==> src/rtl/multiplicador_secuencial.sv <==
// Sequential shift-add multiplier, one multiplier bit per clock, with a start/ready handshake.
// Optional macro MULT_SIGNO_EN adds a 'signo' input that selects two's complement operands.
module multiplicador_secuencial #(
  parameter  int ANCHO     = 8,
  localparam int ANCHO_CNT = $clog2(ANCHO + 1)
) (
  input  logic                 clk,
  input  logic                 reset,
  input  logic                 inicio,
`ifdef MULT_SIGNO_EN
  input  logic                 signo,
`endif
  input  logic [ANCHO-1:0]     a,
  input  logic [ANCHO-1:0]     b,
  output logic                 listo,
  output logic [2*ANCHO-1:0]   producto,
  output logic                 valido,
  output logic                 ocupado,
  output logic [1:0]           estado
);

  // Handshake: an operation is accepted on a rising edge where inicio && listo.
  // listo is high only in REPOSO; valido pulses for the single FIN cycle in which
  // producto carries the new result. inicio while listo=0 is dropped, not queued.

  typedef enum logic [1:0] {
    REPOSO  = 2'd0,
    CALCULO = 2'd1,
    FIN     = 2'd2
  } estado_t;

  localparam logic [ANCHO_CNT-1:0] CNT_FIN = ANCHO_CNT'(ANCHO);
  localparam logic [ANCHO_CNT-1:0] CNT_UNO = ANCHO_CNT'(1);

  estado_t                estado_q, estado_d;
  logic [2*ANCHO-1:0]     multiplicando;
  logic [ANCHO-1:0]       multiplicador;
  logic [2*ANCHO-1:0]     acumulador;
  logic [ANCHO_CNT-1:0]   contador;
  logic                   negativo;

  logic [ANCHO-1:0]       mag_a;
  logic [ANCHO-1:0]       mag_b;
  logic                   neg_in;

`ifdef MULT_SIGNO_EN
  // Magnitudes fit in ANCHO bits even for the most negative value (it reads back as 2^(ANCHO-1)).
  always_comb begin
    mag_a  = (signo && a[ANCHO-1]) ? -a : a;
    mag_b  = (signo && b[ANCHO-1]) ? -b : b;
    neg_in = signo && (a[ANCHO-1] ^ b[ANCHO-1]);
  end
`else
  assign mag_a  = a;
  assign mag_b  = b;
  assign neg_in = 1'b0;
`endif

  always_ff @(posedge clk) begin
    if (reset) estado_q <= REPOSO;
    else       estado_q <= estado_d;
  end

  always_comb begin
    estado_d = estado_q;
    listo    = 1'b0;
    valido   = 1'b0;
    ocupado  = 1'b1;
    case (estado_q)
      REPOSO: begin
        listo   = 1'b1;
        ocupado = 1'b0;
        if (inicio) estado_d = CALCULO;
      end
      CALCULO: begin
        if (contador == CNT_FIN) estado_d = FIN;
      end
      FIN: begin
        valido   = 1'b1;
        estado_d = REPOSO;
      end
      default: estado_d = REPOSO;
    endcase
  end

  assign estado = estado_q;

  // Datapath: ANCHO iterations, then one extra CALCULO edge that commits the result.
  always_ff @(posedge clk) begin
    if (reset) begin
      multiplicando <= '0;
      multiplicador <= '0;
      acumulador    <= '0;
      contador      <= '0;
      negativo      <= 1'b0;
      producto      <= '0;
    end else begin
      case (estado_q)
        REPOSO: begin
          if (inicio) begin
            multiplicando <= {{ANCHO{1'b0}}, mag_a};
            multiplicador <= mag_b;
            acumulador    <= '0;
            contador      <= '0;
            negativo      <= neg_in;
          end
        end
        CALCULO: begin
          if (contador != CNT_FIN) begin
            if (multiplicador[0]) acumulador <= acumulador + multiplicando;
            multiplicando <= multiplicando << 1;
            multiplicador <= multiplicador >> 1;
            contador      <= contador + CNT_UNO;
          end else begin
            producto <= negativo ? -acumulador : acumulador;
          end
        end
        default: ;
      endcase
    end
  end

endmodule

==> config.mk <==
export PLATFORM = sky130hd
export DESIGN_NAME = multiplicador_secuencial
export DESIGN_NICKNAME = d
export VERILOG_FILES = /design/src/rtl/multiplicador_secuencial.sv
export SDC_FILE = /design/constraint.sdc
export NUM_CORES = 1
export LEC_CHECK = 0
export ABC_CLOCK_PERIOD_IN_PS = 2100
export CORE_ASPECT_RATIO = 1.75
export CORE_MARGIN = 2
export CORE_UTILIZATION = 48
export CTS_CLUSTER_DIAMETER = 40
export DETAILED_ROUTE_END_ITERATION = 10
export PLACE_DENSITY_LB_ADDON = 0.12
export SYNTH_ARGS = -nofsm -noshare
export SYNTH_HDL_FRONTEND = slang
export SYNTH_SLANG_ARGS = --single-unit
==> constraint.sdc <==
create_clock -name clk -period 2.1 [get_ports clk]
set_input_delay 0.315 -clock clk [delete_from_list [all_inputs] [get_ports clk]]
set_output_delay 0.315 -clock clk [all_outputs]
set_load 0.02 [all_outputs]
### After elaboration in Yosys (flattened, before gate mapping)

Index checks and enable logic that the tools add are counted.

| operators by class | value |
|---|---|
| reductions and logical operators | 6 |
| magnitude comparators | 0 |
| divide/modulo/power cells | 0 |
| shift operators | 0 |
| equal/unequal tests | 8 |
| $add $sub $neg | 2 |
| bitwise operators | 1 |
| mux-type cells | 19 |
| multipliers | 0 |

Operators with widths:

| kind | number |
|---|---|
| $mux 16 | 5 |
| $pmux 16 s2 | 2 |
| $add 16x16->16 | 1 |
| $mux 8 | 2 |
| $pmux 8 s2 | 1 |
| $mux 4 | 2 |
| $ne 2x2->1 const B | 4 |
| $pmux 4 s2 | 1 |
| $add 4x1->4 const B | 1 |
| $eq 4x4->1 const B | 1 |
| $mux 2 | 2 |
| $ne 4x4->1 const B | 1 |
| $pmux 2 s2 | 1 |
| $reduce_and 2->1 | 2 |
| $reduce_and 4->1 | 1 |
| $mux 1 | 3 |
| $reduce_and 3->1 | 1 |
| $eq 2x1->1 const B | 1 |
| $eq 2x2->1 const B | 1 |
| $logic_not 2->1 | 1 |
| $reduce_bool 2->1 | 1 |
| $not 1->1 | 1 |

| word-level totals | value |
|---|---|
| memory bits (read-only) | 0 |
| output and inout bits | 21 |
| memory bits (writable) | 0 |
| memories | 0 |
| logic and storage cells | 42 |
| flip-flop bits (word level) | 62 |
| input bits | 19 |
| latch bits | 0 |

### Longest topological paths before layout

Gate-level depths: netlist (run 1).

| logic depth | value |
|---|---|
| word-level depth | 4 |
| mapped depth | 9 |
| mapped depth without buffers | 9 |

### Least setup slack after synthesis (run 1)

OpenSTA, ideal clock, no wires.

| path | value |
|---|---|
| path type | reg2reg |
| start | reg multiplicando[0] |
| end | reg acumulador[14] |
| period minus slack after synthesis | 2.188 ns |
| slack | -0.088 ns |
| setup time | 0.087 ns |
| stages on the path, launching flop included | 10 |
| buffers on the path | 0 |
| arrival time | 2.101 ns |
| path through | dfxtp_1 -> ha_1 -> inv_1 -> fa_1 -> nand2b_1 -> a21oi_1 -> o311a_1 -> or4_1 -> and3_1 -> o31ai_1 |

| on the way | value |
|---|---|
| cells in the longest elaborated chain, start to end | 4 |

Ends and longest elaborated chain:

| item | line | source |
|---|---|---|
| from (decl) | 36 | `logic [2*ANCHO-1:0] multiplicando;` |
| from (signal assigned) | 101 | `multiplicando <= {{ANCHO{1'b0}}, mag_a};` |
| from (signal assigned) | 111 | `multiplicando <= multiplicando << 1;` |
| $add 16x16->16 | 110 | `if (multiplicador[0]) acumulador <= acumulador + multiplicando;` |
| $mux 16 | 110 |  |
| $mux 16 | 109 | `if (contador != CNT_FIN) begin` |
| $pmux 16 s2 | 98 | `case (estado_q)` |
| to (signal assigned) | 110 |  |
| to (decl) | 38 | `logic [2*ANCHO-1:0] acumulador;` |

Every way passes these cells. The select of a mux whose other input is x is not followed.
A chain may end at the register's enable or synchronous reset.

### Worst setup path after layout (run 1)

Ends and elaborated chain as after synthesis.

==> qor.yml, run 1 <==
outcome:
  outcome: "finished, violations left"
  violations: "negative setup slack"
detailed_routing:
  drtPass1Iterations: 5
  wirelength_um: 8190
  viasPerCell: 5.45
  drt_iter0_markers: 182
  num_vias: 3026
  drtAntennaViolNets: 0
  remaining_drc_errors: 0
  wl_per_cell_um: 14.8
synthesis:
  async_reset_ff_share_pct: 0
  muxShareOfSynthArea_pct: 0.321
  synth_warnings: 0
  yosysTopAreaCell: "dfxtp_1"
  synth.ff_latch_count: 62
  syn_nets: 441
  synth_xor_area_share_pct: 2.53
  synth.area.top_cells: "dfxtp_1, nand2_1, a21oi_1"
  synth_top_family_by_area: "simple AND/OR/NAND/NOR gates"
  synth-simple-area-share_pct: 26.0
  synth_cell_types: 44
  yosys.area_share.adder_pct: 7.45
  yosysSeqAreaShare_pct: 39.8
  syn_inst: 404
  synth_compound_area_share_pct: 20.0
  postSynthAreaPerCell_um2: 7.73
  synth_edf_count: 0
  syn_area_um2: 3120
  synth.top_cell.area_share_pct: 39.8
  synthTopCellsByCount: "nand2_1, dfxtp_1, a21oi_1"
  synth_most_common_cell: "nand2_1"
  synthFlopType: "dfxtp_1"
floorplan:
  start_util_pct: 50.1
  die_h_um: 111
  io_pins: 40
  core_area_um2: 6230
  rows: 38
  die_area_um2: 7190
  die_width_um: 65.0
worst_setup_path:
  end_kind: "register"
  r2r_setup_slack_ns: -0.0001
  crit_required_ns: 2.38
  crit_type: "register to register"
  crit_path_start_kind: "register"
  ff2ff_path_depth: 9
  critPathMaxFanout: 3
  arrival_ns: 2.38
min_path:
  hp-class: "input pin to register"
  min_path_cells: 2
cts:
  numCtsBuffers: 9
  cts_tree: "yes"
  clock_sinks: 62
  clock_path_buffers: 2
  cts_root_buf: "clkbuf_8"
  clk_pin_slew_ns: 0.08
  insertion_delay_ns: 0.36
  htreeDepth: 3
global_route:
  grt_pass1_wl_um: 13800
  grt_pass1_vias: 2970
  grt_max_degree: 47
  overflow: 0
  grt_use_total_pct: 24.7
  antenna_found_initial: 0
final_layout:
  drive_gt1_share_pct: 15.2
  nets: 507
  final_util_pct: 66.0
  instances_no_fill: 555
  antenna_cells: 0
  fin_area_um2: 4110
  syn_to_final_growth_pct: 31.7
timing:
  slew_headroom_pct: 69.1
  tightestPinTransition_ns: 0.464
  skew_ns: 0.0127
  finalCritPeriodShare_pct: 100
  fin_ws_ns: -0.000142
  period_minus_slack_ns: 2.10
  timing.final.max_slew_violations: 0
  rsz0062_at_grt: "true"
  hold_viol: 0
  setup_viol: 1
  fmax_ghz: 0.476
job:
  maxCapViolCount: 0
placed_design:
  placed_cell_area_um2: 3840
  dp.cells: 538
  placement.io_buffers: 39
  dp_hpwl_um: 6120
  gp_congestion: 0.902
power_and_ir_drop:
  powerDensity_nw_per_um2: 676
  leakage_nw: 1.63
  finalPower_mw: 2.78
  vdd_drop_max_mv: 0.692
## worst max-delay path: stages, from the launching register on
cell and delay [ns]:
dfxtp_2 0.34, ha_4 0.16, inv_2 0.05, fa_2 0.19, nand2b_4 0.13, a21oi_2 0.06
o311a_1 0.31, or4_4 0.42, and3_4 0.16, o31ai_1 0.21
## timing repair
action,4_1_cts,5_1_grt
gates cloned,0,0
setup endpoints to repair,2,5
resized for setup,5,7
hold buffers,0,0
setup buffers,0,1
## where the power goes
| part | switching, mW | internal (mW) | total, mW |
|---|---|---|---|
| Sequential | 0.0313 | 1.22 | 1.25 |
| Clock | 0.509 | 0.671 | 1.18 |
| Combinational | 0.195 | 0.157 | 0.352 |
| Total | 0.735 | 2.04 | 2.78 |
## worst paths after layout
| path | from | endpoint |
|---|---|---|
| worst min register to register | producto[4] | producto[4] |
| worst max-delay path | multiplicando[0] | acumulador[14] |
| worst max register to register | multiplicando[0] | acumulador[14] |
| worst min-delay path | reset | producto[1] |
## state kept, by name, summed over array words and instances (netlist names)
register	count
contador	4
multiplicador	8
estado	2
acumulador	16
producto	16
multiplicando	16
## layout make-up
class,count,area [µm²]
clock inverter,7,97.6
tap,80,100
timing repair buffer,78,691
fill,563,2120
inverter,8,30.0
clock buffer,9,124
sequential,62,1250
multi-input combinational,311,1820
## routing by layer
metal  global-route usage, %  part of all wire, %
met5                       0                    0
met4                    10.6                  2.6
met3                    4.77                  2.2
met2                    44.9                   54
met1                    26.9                   41
## cell usage in the layout, fill, tap and decap left out, drive strengths merged, types with 2 or more instances in the layout
cell           count
clkinv             2
bufinv             2
nand3             17
clkdlybuf4s50     38
dfxtp             62
clkinvlp           2
clkbuf             9
a21o               7
o21bai             2
xor2               5
nor2b              2
o21ai             11
nor3               9
nand2             96
nand4              6
or4                3
nor3b              2
a211oi             3
inv                9
a22oi              2
o211ai             2
or3                2
nand3b             2
nor4               3
nor2              29
o21a               4
ha                17
a21oi             51
a311oi            14
buf               40
xnor2              4
nand2b             6
## cell families after synthesis
kind of cell               Yosys count
and+or+nand+nor                    182
AOI/OAI and AO/OA                  101
DFF                                 62
buffers and inverters               31
adders and majority gates           18
xor gates and xnor gates             9
muxes                                1
## metrics by stage
stage	hold slack, ns	setup TNS (ns)	setup slack (ns)
finish	0.285	-0.000142	-0.000142
global route	0.302	-0.132	-0.0526
CTS	0.274	0	0.00365
detailed placement	0.446	-0.0687	-0.0450
global placement	0.442	-0.0160	-0.0160
floorplan	0.442	0	0.00243
(Power assumes the default switching activity.)
==> run 2: changes to the inputs <==
Settings changed: SLEW_MARGIN set to 20.
==> results of run 2 <==
No change in the layout: final DEF, timing and power equal those of run 1.
==> run 3: changes to the inputs <==
Settings changed: CORE_ASPECT_RATIO 1.75 to not set, CTS_BUF_LIST set to sky130_fd_sc_hd__clkbuf_2, GPL_ROUTABILITY_DRIVEN set to 0.
==> run 3 against run 2 <==
The run still ends with negative setup slack left; first-iteration DRC count is 23% lower; worst setup slack worse by 0.029 ns; clock power is 29% lower; sequential cell count unchanged; count of clock-buffer cells in the layout stayed put; core utilization shrank 3.1 points; combinational power is 3% lower; sequential share of layout area is 1.2 points higher; register-to-register slack worse by 0.03 ns; critical path depth stayed put; largest cell class unchanged; largest power group unchanged.
==> qor.yml, run 3 (same netlist as run 1, synthesis figures left out) <==
outcome:
  outcome: "finished, violations left"
  violations: "negative setup slack"
detailed_routing:
  drtPass1Iterations: 4  # -1
  wirelength_um: 7650  # -6.6%
  wl_per_cell_um: 14.1  # -4.2%
  num_vias: 2956  # -2.3%
  drt_iter0_markers: 141  # -23%
  viasPerCell: 5.46  # +0.21%
  remaining_drc_errors: 0  # unchanged
  drtAntennaViolNets: 0  # unchanged
job:
  maxCapViolCount: 0  # unchanged
global_route:
  antenna_found_initial: 0  # unchanged
  overflow: 0  # unchanged
  grt_use_total_pct: 22.3  # -2.5 points
  grt_pass1_vias: 2779  # -6.4%
  grt_max_degree: 50  # +6.4%
  grt_pass1_wl_um: 12800  # -7.1%
floorplan:
  start_util_pct: 49.4  # -0.68 points
  io_pins: 40  # unchanged
  core_area_um2: 6310  # +1.4%
  rows: 29  # -24%
  die_area_um2: 7160  # -0.35%
  die_width_um: 84.6  # +30%
  die_h_um: 84.6  # -24%
final_layout:
  reg_top3: "acumulador (16), multiplicando (16), producto (16)"
  syn_to_final_growth_pct: 27.1
  multi_input_area_um2: 1850  # +1.4%
  fin_area_um2: 3970  # -3.5%
  instances_no_fill: 541  # -2.5%
  layout_common_cells: "nand2_1, dfxtp_1, a21oi_1, clkdlybuf4s50_1, buf_4"
  drive_gt1_share_pct: 14.9  # -0.29 points
  layout_commonest_cell: "nand2_1"
  seq_area_um2: 1250  # +0.20%
  fillCellCount: 575  # +2.1%
  antenna_cells: 0  # unchanged
  nets: 496  # -2.2%
placed_design:
  dp.cells: 524  # -2.6%
  dp_hpwl_um: 5410  # -12%
  place_ws_ns: -0.0633  # -0.0183 ns
  placed_cell_area_um2: 3760  # -2.2%
  placement.io_buffers: 39  # unchanged
timing:
  holdWs_ns: 0.0669  # -0.218 ns
  tightestPinTransition_ns: 0.836  # +0.372 ns
  period_minus_slack_ns: 2.13  # +0.0292 ns
  setup_viol: 2  # +1
  slew_headroom_pct: 44.2  # -25 points
  rsz0062_at_grt: "true"
  fmax_ghz: 0.470  # -1.4%
  timing.final.max_slew_violations: 0  # unchanged
  skew_ns: 0.0138  # +0.00112 ns
  fin_ws_ns: -0.0294  # -0.0292 ns
  hold_viol: 0  # unchanged
  finalCritPeriodShare_pct: 101  # +1.4 points
worst_setup_path:
  slowest_stage: "or4_4"
  end_kind: "register"
  critPathMaxFanout: 4  # +1
  arrival_ns: 2.56  # +0.18 ns
  slowest_delay_ns: 0.42  # about the same
  crit_path_start_kind: "register"
  crit_required_ns: 2.53  # +0.15 ns
  ff2ff_path_depth: 9  # unchanged
  worstPathCellList: "ha_4 -> inv_2 -> fa_2 -> nand2b_4 -> a21oi_2 -> o311a_1 -> or4_4 -> and3_1 -> o31ai_1"
  crit_type: "register to register"
cts:
  clk_pin_slew_ns: 0.18  # +0.10 ns
  clock_sinks: 62  # unchanged
  cts_root_buf: "clkbuf_2"
  insertion_delay_ns: 0.50  # +0.14 ns
  htreeDepth: 3  # unchanged
  cts_tree: "yes"
  numCtsBuffers: 9  # unchanged
  cts_hold_buf: 0  # unchanged
  clock_path_buffers: 2  # unchanged
power_and_ir_drop:
  finalPower_mw: 2.43  # -13%
  vdd_drop_max_mv: 0.621  # -10%
  powerDensity_nw_per_um2: 612  # -9.5%
  leakage_nw: 1.55  # -4.9%
min_path:
  min_path_cells: 2  # unchanged
  hp-class: "input pin to register"
## run 3: changes by cell type in the layout (fill, tap and decap cells not counted), sizes merged
cell,delta
clkdlybuf4s50,-1
dlymetal6s2s,+1
inv,-1
clkinv,+1
buf,-11
## run 3: area by class of cell
cell class	count	share of cell area, %
Clock buffer	9	1.14
Inverter	8	0.757
Tap cell	77	2.43
Multi-Input combinational cell	311	46.6
Timing Repair Buffer	67	15.4
Clock inverter	7	2.24
Sequential cell	62	31.5
## run 3: stage by stage
stage	utilization, %	setup TNS [ns]
after floorplan	-	0
after global placement	59.5	-0.129
after detailed placement	59.5	-0.101
after CTS	61.9	-0.107
after global routing	62.8	-0.243
final	62.8	-0.0505
## run 3: path summary, 6_finish.rpt
| kind | end | start | slack (ns) |
|---|---|---|---|
| max reg2reg | acumulador[14] | multiplicando[0] | -0.03 |
| min | multiplicando[9] | reset | 0.07 |
| min reg2reg | producto[7] | producto[7] | 0.46 |
| max | acumulador[14] | multiplicando[0] | -0.03 |
## run 3: worst max-delay path, delay by kind of cell, from the launching register on
kind	cells	cell delay, ns
flip-flops	1	0.37
buffers and inverters	1	0.05
AO/OA/AOI/OAI	3	0.57
AND/OR/NAND/NOR	3	0.70
adder cells (fa/ha/maj)	2	0.35
## run 3: per-layer routing
metal / vias to the layer above / track usage (%) / wire [µm]
li1: 1529 / - / -
met1: 1354 / 27.8 / 3460
met2: 65 / 37.5 / 3690
met3: 8 / 4.42 / 417
met4: 0 / 9.09 / 82
met5: - / 0 / 0
## run 3: repair_timing
| item | in CTS | in global routing |
|---|---|---|
| buffers inserted | 0 | 1 |
| hold endpoints to repair | 0 | 0 |
| resized for setup | 7 | 15 |
| endpoints found under the setup margin | 6 | 10 |
| pin swaps | 3 | 4 |
## run 3: power by group
group          internal, mW  leakage [nW]  switching, mW
Combinational         0.150         0.967          0.193
Clock                 0.385        0.0753          0.448
Sequential             1.22         0.506         0.0343
Total                  1.75          1.55          0.675
